===== src/rtl/mem_access_initiator.sv =====
// Initiator side of the single-port memory request/valid protocol.
// Takes one load/store command at a time from the load/store stage and turns
// it into one or two memory accesses. Sub-word stores are done as
// read-modify-write. Misaligned accesses, illegal sizes and memory timeouts
// come back as error responses.
//
// Handshakes: a command transfers on a clk edge where req_valid & req_ready,
// and a response transfers on a clk edge where resp_valid & resp_ready. Once
// resp_valid is raised, it and every resp_* output stay unchanged until that
// transfer. On the memory side, mem_request/mem_we/mem_addr/mem_wdata stay
// unchanged until a clk edge with mem_valid = 1 or a timeout. mem_request
// then drops for at least one cycle before the next access.
module mem_access_initiator #(
  parameter int ADDR_WIDTH     = 32,
  parameter int DATA_WIDTH     = 32,
  parameter int MEM_ADDR_WIDTH = 32,
  parameter int TIMEOUT_CYCLES = 16
) (
  input  logic                      clk,
  input  logic                      rst,
  input  logic                      req_valid,
  output logic                      req_ready,
  input  logic                      req_we,
  input  logic [1:0]                req_size,
  input  logic                      req_unsigned,
  input  logic [ADDR_WIDTH-1:0]     req_addr,
  input  logic [DATA_WIDTH-1:0]     req_wdata,
  output logic                      resp_valid,
  input  logic                      resp_ready,
  output logic [DATA_WIDTH-1:0]     resp_rdata,
  output logic                      resp_err,
  output logic                      mem_request,
  output logic                      mem_we,
  output logic [MEM_ADDR_WIDTH-1:0] mem_addr,
  output logic [DATA_WIDTH-1:0]     mem_wdata,
  input  logic                      mem_valid,
  input  logic [DATA_WIDTH-1:0]     mem_rdata
);

  localparam logic [2:0] S_IDLE = 3'd0;
  localparam logic [2:0] S_RD   = 3'd1;
  localparam logic [2:0] S_GAP  = 3'd2;
  localparam logic [2:0] S_WR   = 3'd3;
  localparam logic [2:0] S_RESP = 3'd4;

  localparam int CNT_W = $clog2(TIMEOUT_CYCLES + 1);
  localparam logic [CNT_W-1:0] TMO_LAST = CNT_W'(TIMEOUT_CYCLES - 1);

  localparam logic [1:0] SZ_BYTE = 2'b00;
  localparam logic [1:0] SZ_HALF = 2'b01;
  localparam logic [1:0] SZ_WORD = 2'b10;

  // Current FSM state. It is kept as a named signal so that checkers can bind to it.
  logic [2:0]            state;

  // Latched command fields. The upper address bits are kept in mem_addr.
  logic                  cmd_we;
  logic [1:0]            cmd_size;
  logic                  cmd_unsigned;
  logic [1:0]            cmd_lane;
  logic [15:0]           cmd_wdata;

  logic [DATA_WIDTH-1:0] rd_word;
  logic [CNT_W-1:0]      tmo_cnt;

  logic                  bad_cmd;
  logic [MEM_ADDR_WIDTH-1:0] addr_word;
  logic [7:0]            ld_byte;
  logic [15:0]           ld_half;
  logic [DATA_WIDTH-1:0] load_ext;
  logic [DATA_WIDTH-1:0] merged_word;

  assign req_ready  = (state == S_IDLE);
  assign resp_valid = (state == S_RESP);

  // The word address is req_addr >> 2. It is zero-extended or truncated to
  // the memory-side width.
  if (MEM_ADDR_WIDTH >= ADDR_WIDTH - 2) begin : g_addr_ext
    assign addr_word = MEM_ADDR_WIDTH'(req_addr[ADDR_WIDTH-1:2]);
  end else begin : g_addr_trunc
    assign addr_word = req_addr[MEM_ADDR_WIDTH+1:2];
  end

  // Reject illegal sizes and accesses that are not naturally aligned before
  // any memory access is made.
  always_comb begin
    bad_cmd = 1'b0;
    case (req_size)
      SZ_BYTE: bad_cmd = 1'b0;
      SZ_HALF: bad_cmd = req_addr[0];
      SZ_WORD: bad_cmd = (req_addr[1:0] != 2'b00);
      default: bad_cmd = 1'b1;
    endcase
  end

  // Pick the addressed byte or half from the returned word and extend it.
  // req_unsigned has no effect on word loads.
  always_comb begin
    ld_byte  = mem_rdata[{cmd_lane, 3'b000} +: 8];
    ld_half  = cmd_lane[1] ? mem_rdata[31:16] : mem_rdata[15:0];
    load_ext = mem_rdata;
    case (cmd_size)
      SZ_BYTE: load_ext = {{24{~cmd_unsigned & ld_byte[7]}}, ld_byte};
      SZ_HALF: load_ext = {{16{~cmd_unsigned & ld_half[15]}}, ld_half};
      default: load_ext = mem_rdata;
    endcase
  end

  // Put the new byte or half into the word that was read for a sub-word store.
  always_comb begin
    merged_word = rd_word;
    if (cmd_size == SZ_BYTE) begin
      merged_word[{cmd_lane, 3'b000} +: 8] = cmd_wdata[7:0];
    end else if (cmd_lane[1]) begin
      merged_word[31:16] = cmd_wdata;
    end else begin
      merged_word[15:0] = cmd_wdata;
    end
  end

  // Main access sequencer: command capture, memory accesses, timeout and response.
  always_ff @(posedge clk) begin
    if (rst) begin
      state        <= S_IDLE;
      mem_request  <= 1'b0;
      mem_we       <= 1'b0;
      mem_addr     <= '0;
      mem_wdata    <= '0;
      resp_rdata   <= '0;
      resp_err     <= 1'b0;
      tmo_cnt      <= '0;
      cmd_we       <= 1'b0;
      cmd_size     <= 2'b00;
      cmd_unsigned <= 1'b0;
      cmd_lane     <= 2'b00;
      cmd_wdata    <= '0;
      rd_word      <= '0;
    end else begin
      case (state)
        S_IDLE: begin
          if (req_valid) begin
            cmd_we       <= req_we;
            cmd_size     <= req_size;
            cmd_unsigned <= req_unsigned;
            cmd_lane     <= req_addr[1:0];
            cmd_wdata    <= req_wdata[15:0];
            mem_addr     <= addr_word;
            tmo_cnt      <= '0;
            if (bad_cmd) begin
              state      <= S_RESP;
              resp_err   <= 1'b1;
              resp_rdata <= '0;
            end else if (req_we && (req_size == SZ_WORD)) begin
              state       <= S_WR;
              mem_request <= 1'b1;
              mem_we      <= 1'b1;
              mem_wdata   <= req_wdata;
            end else begin
              state       <= S_RD;
              mem_request <= 1'b1;
              mem_we      <= 1'b0;
            end
          end
        end

        S_RD: begin
          if (mem_valid) begin
            mem_request <= 1'b0;
            if (cmd_we) begin
              rd_word <= mem_rdata;
              state   <= S_GAP;
            end else begin
              resp_rdata <= load_ext;
              resp_err   <= 1'b0;
              state      <= S_RESP;
            end
          end else begin
            tmo_cnt <= tmo_cnt + CNT_W'(1);
            if (tmo_cnt == TMO_LAST) begin
              mem_request <= 1'b0;
              resp_rdata  <= '0;
              resp_err    <= 1'b1;
              state       <= S_RESP;
            end
          end
        end

        // One idle cycle lets the responder drop its valid before the write.
        S_GAP: begin
          mem_wdata   <= merged_word;
          mem_request <= 1'b1;
          mem_we      <= 1'b1;
          state       <= S_WR;
        end

        S_WR: begin
          if (mem_valid) begin
            mem_request <= 1'b0;
            mem_we      <= 1'b0;
            resp_rdata  <= '0;
            resp_err    <= 1'b0;
            state       <= S_RESP;
          end else begin
            tmo_cnt <= tmo_cnt + CNT_W'(1);
            if (tmo_cnt == TMO_LAST) begin
              mem_request <= 1'b0;
              mem_we      <= 1'b0;
              resp_rdata  <= '0;
              resp_err    <= 1'b1;
              state       <= S_RESP;
            end
          end
        end

        S_RESP: begin
          if (resp_ready) begin
            resp_err   <= 1'b0;
            resp_rdata <= '0;
            state      <= S_IDLE;
          end
        end

        default: begin
          mem_request <= 1'b0;
          mem_we      <= 1'b0;
          state       <= S_IDLE;
        end
      endcase
    end
  end

endmodule


===== config.mk =====
export PLATFORM = sky130hd
export DESIGN_NAME = mem_access_initiator
export DESIGN_NICKNAME = d
export VERILOG_FILES = /design/src/rtl/mem_access_initiator.sv
export SDC_FILE = /design/constraint.sdc
export NUM_CORES = 1
export LEC_CHECK = 0
export ABC_CLOCK_PERIOD_IN_PS = 3200
export BUFFER_PORTS_ARGS = -buffer_cell sky130_fd_sc_hd__buf_2
export CAP_MARGIN = 20
export CORE_MARGIN = 4
export CORE_UTILIZATION = 35
export CTS_CLUSTER_DIAMETER = 150
export DETAILED_ROUTE_END_ITERATION = 16
export PLACE_DENSITY_LB_ADDON = 0.15
export REMOVE_ABC_BUFFERS = 1
export SETUP_SLACK_MARGIN = 0.1
export SKIP_CTS_REPAIR_TIMING = 1
export SLEW_MARGIN = 20
export SYNTH_ARGS = -nofsm -noshare
export SYNTH_HDL_FRONTEND = slang
export SYNTH_SLANG_ARGS = --single-unit

===== constraint.sdc =====
create_clock -name clk -period 3.2 [get_ports clk]
set_input_delay 0.64 -clock clk [delete_from_list [all_inputs] [get_ports clk]]
set_output_delay 0.64 -clock clk [all_outputs]
set_load 0.05 [all_outputs]

* Word level (Yosys, flattened, before mapping)
Cells that the tools add are included.
** Word-level totals
- Bits in registers :: 159
** Cells by class
- Add/sub/neg operators :: 2
- Eq/ne operators :: 17
- Shift operators :: 3
- Mux-type cells :: 48
- Bitwise logic cells :: 5
- Reduce and logical (&&, ||, !) cells :: 18
** Operators with widths (count)
- 2-to-1 mux 32 bit :: 11
- case mux 32 bit (2 select lines) :: 2
- case mux 32 bit (4 select lines) :: 1
- 2-to-1 mux 16 bit :: 3
- bitwise mux 32 bit :: 1
- variable shift 8 x 7 -> 32 bit (first input constant) :: 1
- variable part select 32 x 6 -> 8 bit :: 1
- variable part select 8 x 7 -> 32 bit :: 1
- 2-to-1 mux 3 bit :: 7
- case mux 3 bit (5 select lines) :: 1
- 2-to-1 mux 1 bit :: 14
- case mux 1 bit (4 select lines) :: 3
- AND reduction 4 bit :: 3
- 2-to-1 mux 5 bit :: 2
- case mux 5 bit (2 select lines) :: 1
- negation 5 -> 7 bit :: 1
- equality test 3 x 2 -> 1 bit (second input constant) :: 2
- inequality test 2 x 1 -> 1 bit (second input constant) :: 3
- inequality test 2 bit (second input constant) :: 3
- inequality test 3 bit (second input constant) :: 2
- AND reduction 3 bit :: 2
- nonzero test 2 bit :: 3
- adder 5 x 1 -> 5 bit (second input constant) :: 1
- equality test 5 x 4 -> 1 bit (second input constant) :: 1
- other kinds (16) :: 23

* Longest topological paths before layout
- Depth in word-level cells :: 6
- Depth in mapped cells :: 9

* Worst setup path after synthesis
OpenSTA, ideal clock, no wires.
- Kind :: reg-to-output
- Start :: reg state[0]
- End :: out resp_valid
- Arrival :: 1.760 ns
- Slack :: 0.800 ns
- Stages on the path, launching flop included :: 3
- Buffers on the path :: 1
- Cells stage by stage :: dfxtp_1 buf_2 nor3b_1
** On the way
- Longest elaborated chain between the ends :: 1
** Ends and longest elaborated chain
- start: declaration :: RTL line 54 : logic [2:0] state;
- start signal: assignment :: RTL line 124 : state <= S_IDLE;
- start signal: assignment :: RTL line 150 : state <= S_RESP;
- start signal: assignment :: RTL line 154 : state <= S_WR;
- equality test 3 bit :: RTL line 74 : assign resp_valid = (state == S_RESP);
- end: declaration :: RTL line 28 : output logic resp_valid,
Every way passes these cells.

* Worst setup path in the final report
- Start :: reg state[2]
- End :: out resp_valid
The elaborated chain is that of the path after synthesis.

==> impl_results.md <==
* Status: finished clean
* TritonRoute pass-1 iters at 8
* Core ar. at 0.02122 mm2
* M1 GR Usage at 28.12%
* Hold Vio Cnt, Final at 0
* Commonest cells in the netlist: nand2_1 (201), dfxtp_1 (159), a21oi_1 (152), clkbuf_1 (53)
* Final worst-path cycle share at 79.82%
* CTS max path bufs at 2
* Hold Crit Start: req_addr[16]
* Max_cap viols at 0
* Initial Util at 35.91%
* Crit path buffers/inverters at 1
* Largest net degree at the start of global routing at 86
* DP Worst Slack at 0.6676 ns
* Die Height at 155.6 um
* Power Density at 541.8 mW/mm2
* Total GRT Usage at 19.54%
* M2 GR Usage at 29.92%
* DIE AREA at 0.02420 mm2
* First-pass GRT wire length at 37.71 mm
* Placer Congestion at 0.8162
* Hold crit path type: in -> reg
* Share of layout cells above drive strength 1 at 26.88%
* Setup-failing EPs final at 0
* Final min period at 2.554 ns
* CP top delay family: flip-flops
* Top FF cell, synth: dfxtp_1
* Max incr delay on CP at 0.56 ns
* Row count at 53
* Final WS setup at 0.6456 ns
* Max-Slew Margin vs Limit at 43.38%
* Setup TNS Final at 0 ns
* Final Max Slew Viols at 0
* # IOs at 206
* CP startpoint: state[2]$_SDFFE_PP0P_
* Vias in the first global route at 6557
* Cell area after layout at 0.009460 mm2
* Worst Setup Start Kind: flop
* Pleak at 3.688 nW
* Final WL at 24.39 mm
* CTS root buffer: clkbuf_16
* Post-synth ARST share at 0%
* Fill cells at 2187
* P&R area growth vs syn at 24.13%
* RSZ-0062 raised after global routing: false
* Synth Cell Area at 0.007621 mm2
* Clk pin slew, worst setup/hold paths at 0.07 ns
* Nets at 1219
* Synth unique cells at 61
* Drc violations at 0
* Share of the synthesized area in the top cell type at 41.77%
* Mapped Cells at 941
* CTS Buf Count at 17
* Width of the die at 155.6 um
* Most common cell in the netlist: nand2_1
* Worst-Margin Slew at 0.8473 ns
* CTS tree: built
* Top cells by area, synth: dfxtp_1 (42%), a21oi_1 (10%), nand2_1 (9.9%), a211oi_1 (4.7%), a221o_1 (2.9%)
* Worst Path Required at 2.56 ns
* Clk_skew at 0.01269 ns
* Seq/Total Area, Yosys at 41.77%
* Syn Area/Cell at 8.099 um2
* Vias per inst at 5.221
* Average wire per standard cell at 17.47 um
* Number of synthesized flops with an enable pin at 0
* Cell type with the largest total area after synthesis: dfxtp_1
* Synth Warn # at 0
* Reg2reg start: cmd_lane[0]$_SDFFE_PP0P_
* Clock sinks at 159
* Cell Chain, Critical Path: nor3b_1, buf_2
* Initial DRC Count at 549
* Initial antenna violation count at 1
* Worst Path Arrival at 1.91 ns
* H-tree depth at 4
* Grt ovf at 0
* Slowest-stage cell, CP: dfxtp_1
* Most used routing layer: met2
* Worst Setup Path Type: reg -> out
* Maximum vdd drop at 335.4 uV
* Port Buffers at 203
* DP HPWL at 17.34 mm
* Via count of the routed design at 7288
* Worst-Skew Late Latency at 0.43 ns
* Post-DRT Antenna Nets at 0
* #FFs+latches synth at 159
* Fin util at 44.58%
* Setup crit end kind: output pin
* CP Max Fanout at 10
* Grt met3 use at 5.409%
* Placed Area at 0.008847 mm2
* Fmax at 391.5 MHz
==> state kept, by name, indices dropped and copies added, names as in the netlist <==
name and flops:
mem_addr 30, state 3, cmd_we 1, cmd_lane 2
mem_we 1, tmo_cnt 5, resp_err 1, cmd_unsigned 1
rd_word 32, mem_wdata 32, mem_request 1, resp_rdata 32
cmd_wdata 16, cmd_size 2
==> routing by layer <==
layer | vias up | routed length, um
li1 | 3718 | -
met3 | 6 | 1636
met5 | - | 13
met4 | 2 | 89
met1 | 3338 | 11800
met2 | 224 | 10850
==> through the flow <==
| step | hold WS [ns] | instances | power, mW |
|---|---|---|---|
| 3_5_place_dp | 0.4430 | 1363 | 3.049 |
| 2_1_floorplan | 0.4302 | 860 | 2.702 |
| 3_3_place_gp | 0.4382 | 1363 | 3.043 |
| 6_report | 0.4376 | 1396 | 5.125 |
| 5_1_grt | 0.4162 | 1395 | 5.350 |
| 4_1_cts | 0.4205 | 1395 | 5.192 |
==> where the power goes <==
group          total (mW)  leakage, nW  internal, mW  switching, mW
logic               0.888         2.09         0.272          0.616
clock network        2.13        0.303          1.20          0.923
registers            2.11         1.29          2.05         0.0613
total                5.13         3.69          3.52           1.60
==> worst paths after layout <==
check                                                   to  slack (ns)  depth (start not counted)
worst max-delay path                            resp_valid        0.65                          2
worst min-delay path             mem_addr[14]$_SDFFE_PP0P_        0.44                          3
worst min register to register   mem_addr[14]$_SDFFE_PP0P_        0.45                          2
worst max register to register  mem_wdata[31]$_SDFFE_PP0P_        0.71                          8
==> kinds of logic (layout without fill, tap and decap cells) <==
logic type               count (synthesis)  after routing  share of synthesized area [%]
flip-flops                             159            159                          41.77
XOR/XNOR                                 2              2                         0.2299
AO/OA/AOI/OAI                          338            338                          29.47
buffers and inverters                   91            269                          5.401
AND/OR/NAND/NOR                        322            322                          19.08
adder cells (fa/ha/maj)                  7              7                          1.149
other                                    1              3                        0.04921
multiplexers                            21             21                          2.857
==> cells in the final DEF, fill, tap and decap left out, types with 3 or more instances in the layout <==
cell       instances
o22ai_1            3
inv_1              7
o21ai_0           18
nor3_2            12
clkbuf_16         17
nand2b_1          17
a221o_1           22
mux2_2             3
clkinv_4           4
mux2i_1           17
o21ai_1           27
buf_12             3
buf_4             23
ha_1               7
nor3_1            18
a211oi_1          48
o31ai_1            7
a21o_1            14
dfxtp_1          158
a221oi_1          22
a21oi_1          152
nand3_1            3
buf_2            202
inv_6              3
o211ai_1           3
nor2_1            48
a221oi_2          10
nand2_1          200
inv_8              4
==> tightest hold or removal path, stage by stage <==
cell	delay [ns]
buf_2	0.09
nand2_1	0.04
a21oi_1	0.05
==> final cells by class <==
| type | count | area, um2 | area share (%) |
|---|---|---|---|
| antenna | 1 | 2.502 | 0.02645 |
| clock buffer | 18 | 439.2 | 4.642 |
| clock inverter | 14 | 171.4 | 1.812 |
| inverter | 9 | 33.78 | 0.3571 |
| multi-input combinational | 692 | 4041 | 42.72 |
| sequential | 159 | 3184 | 33.66 |
| tap | 275 | 344.1 | 3.637 |
| timing repair buffer | 228 | 1244 | 13.15 |
Power figures use the tool's default switching activity.
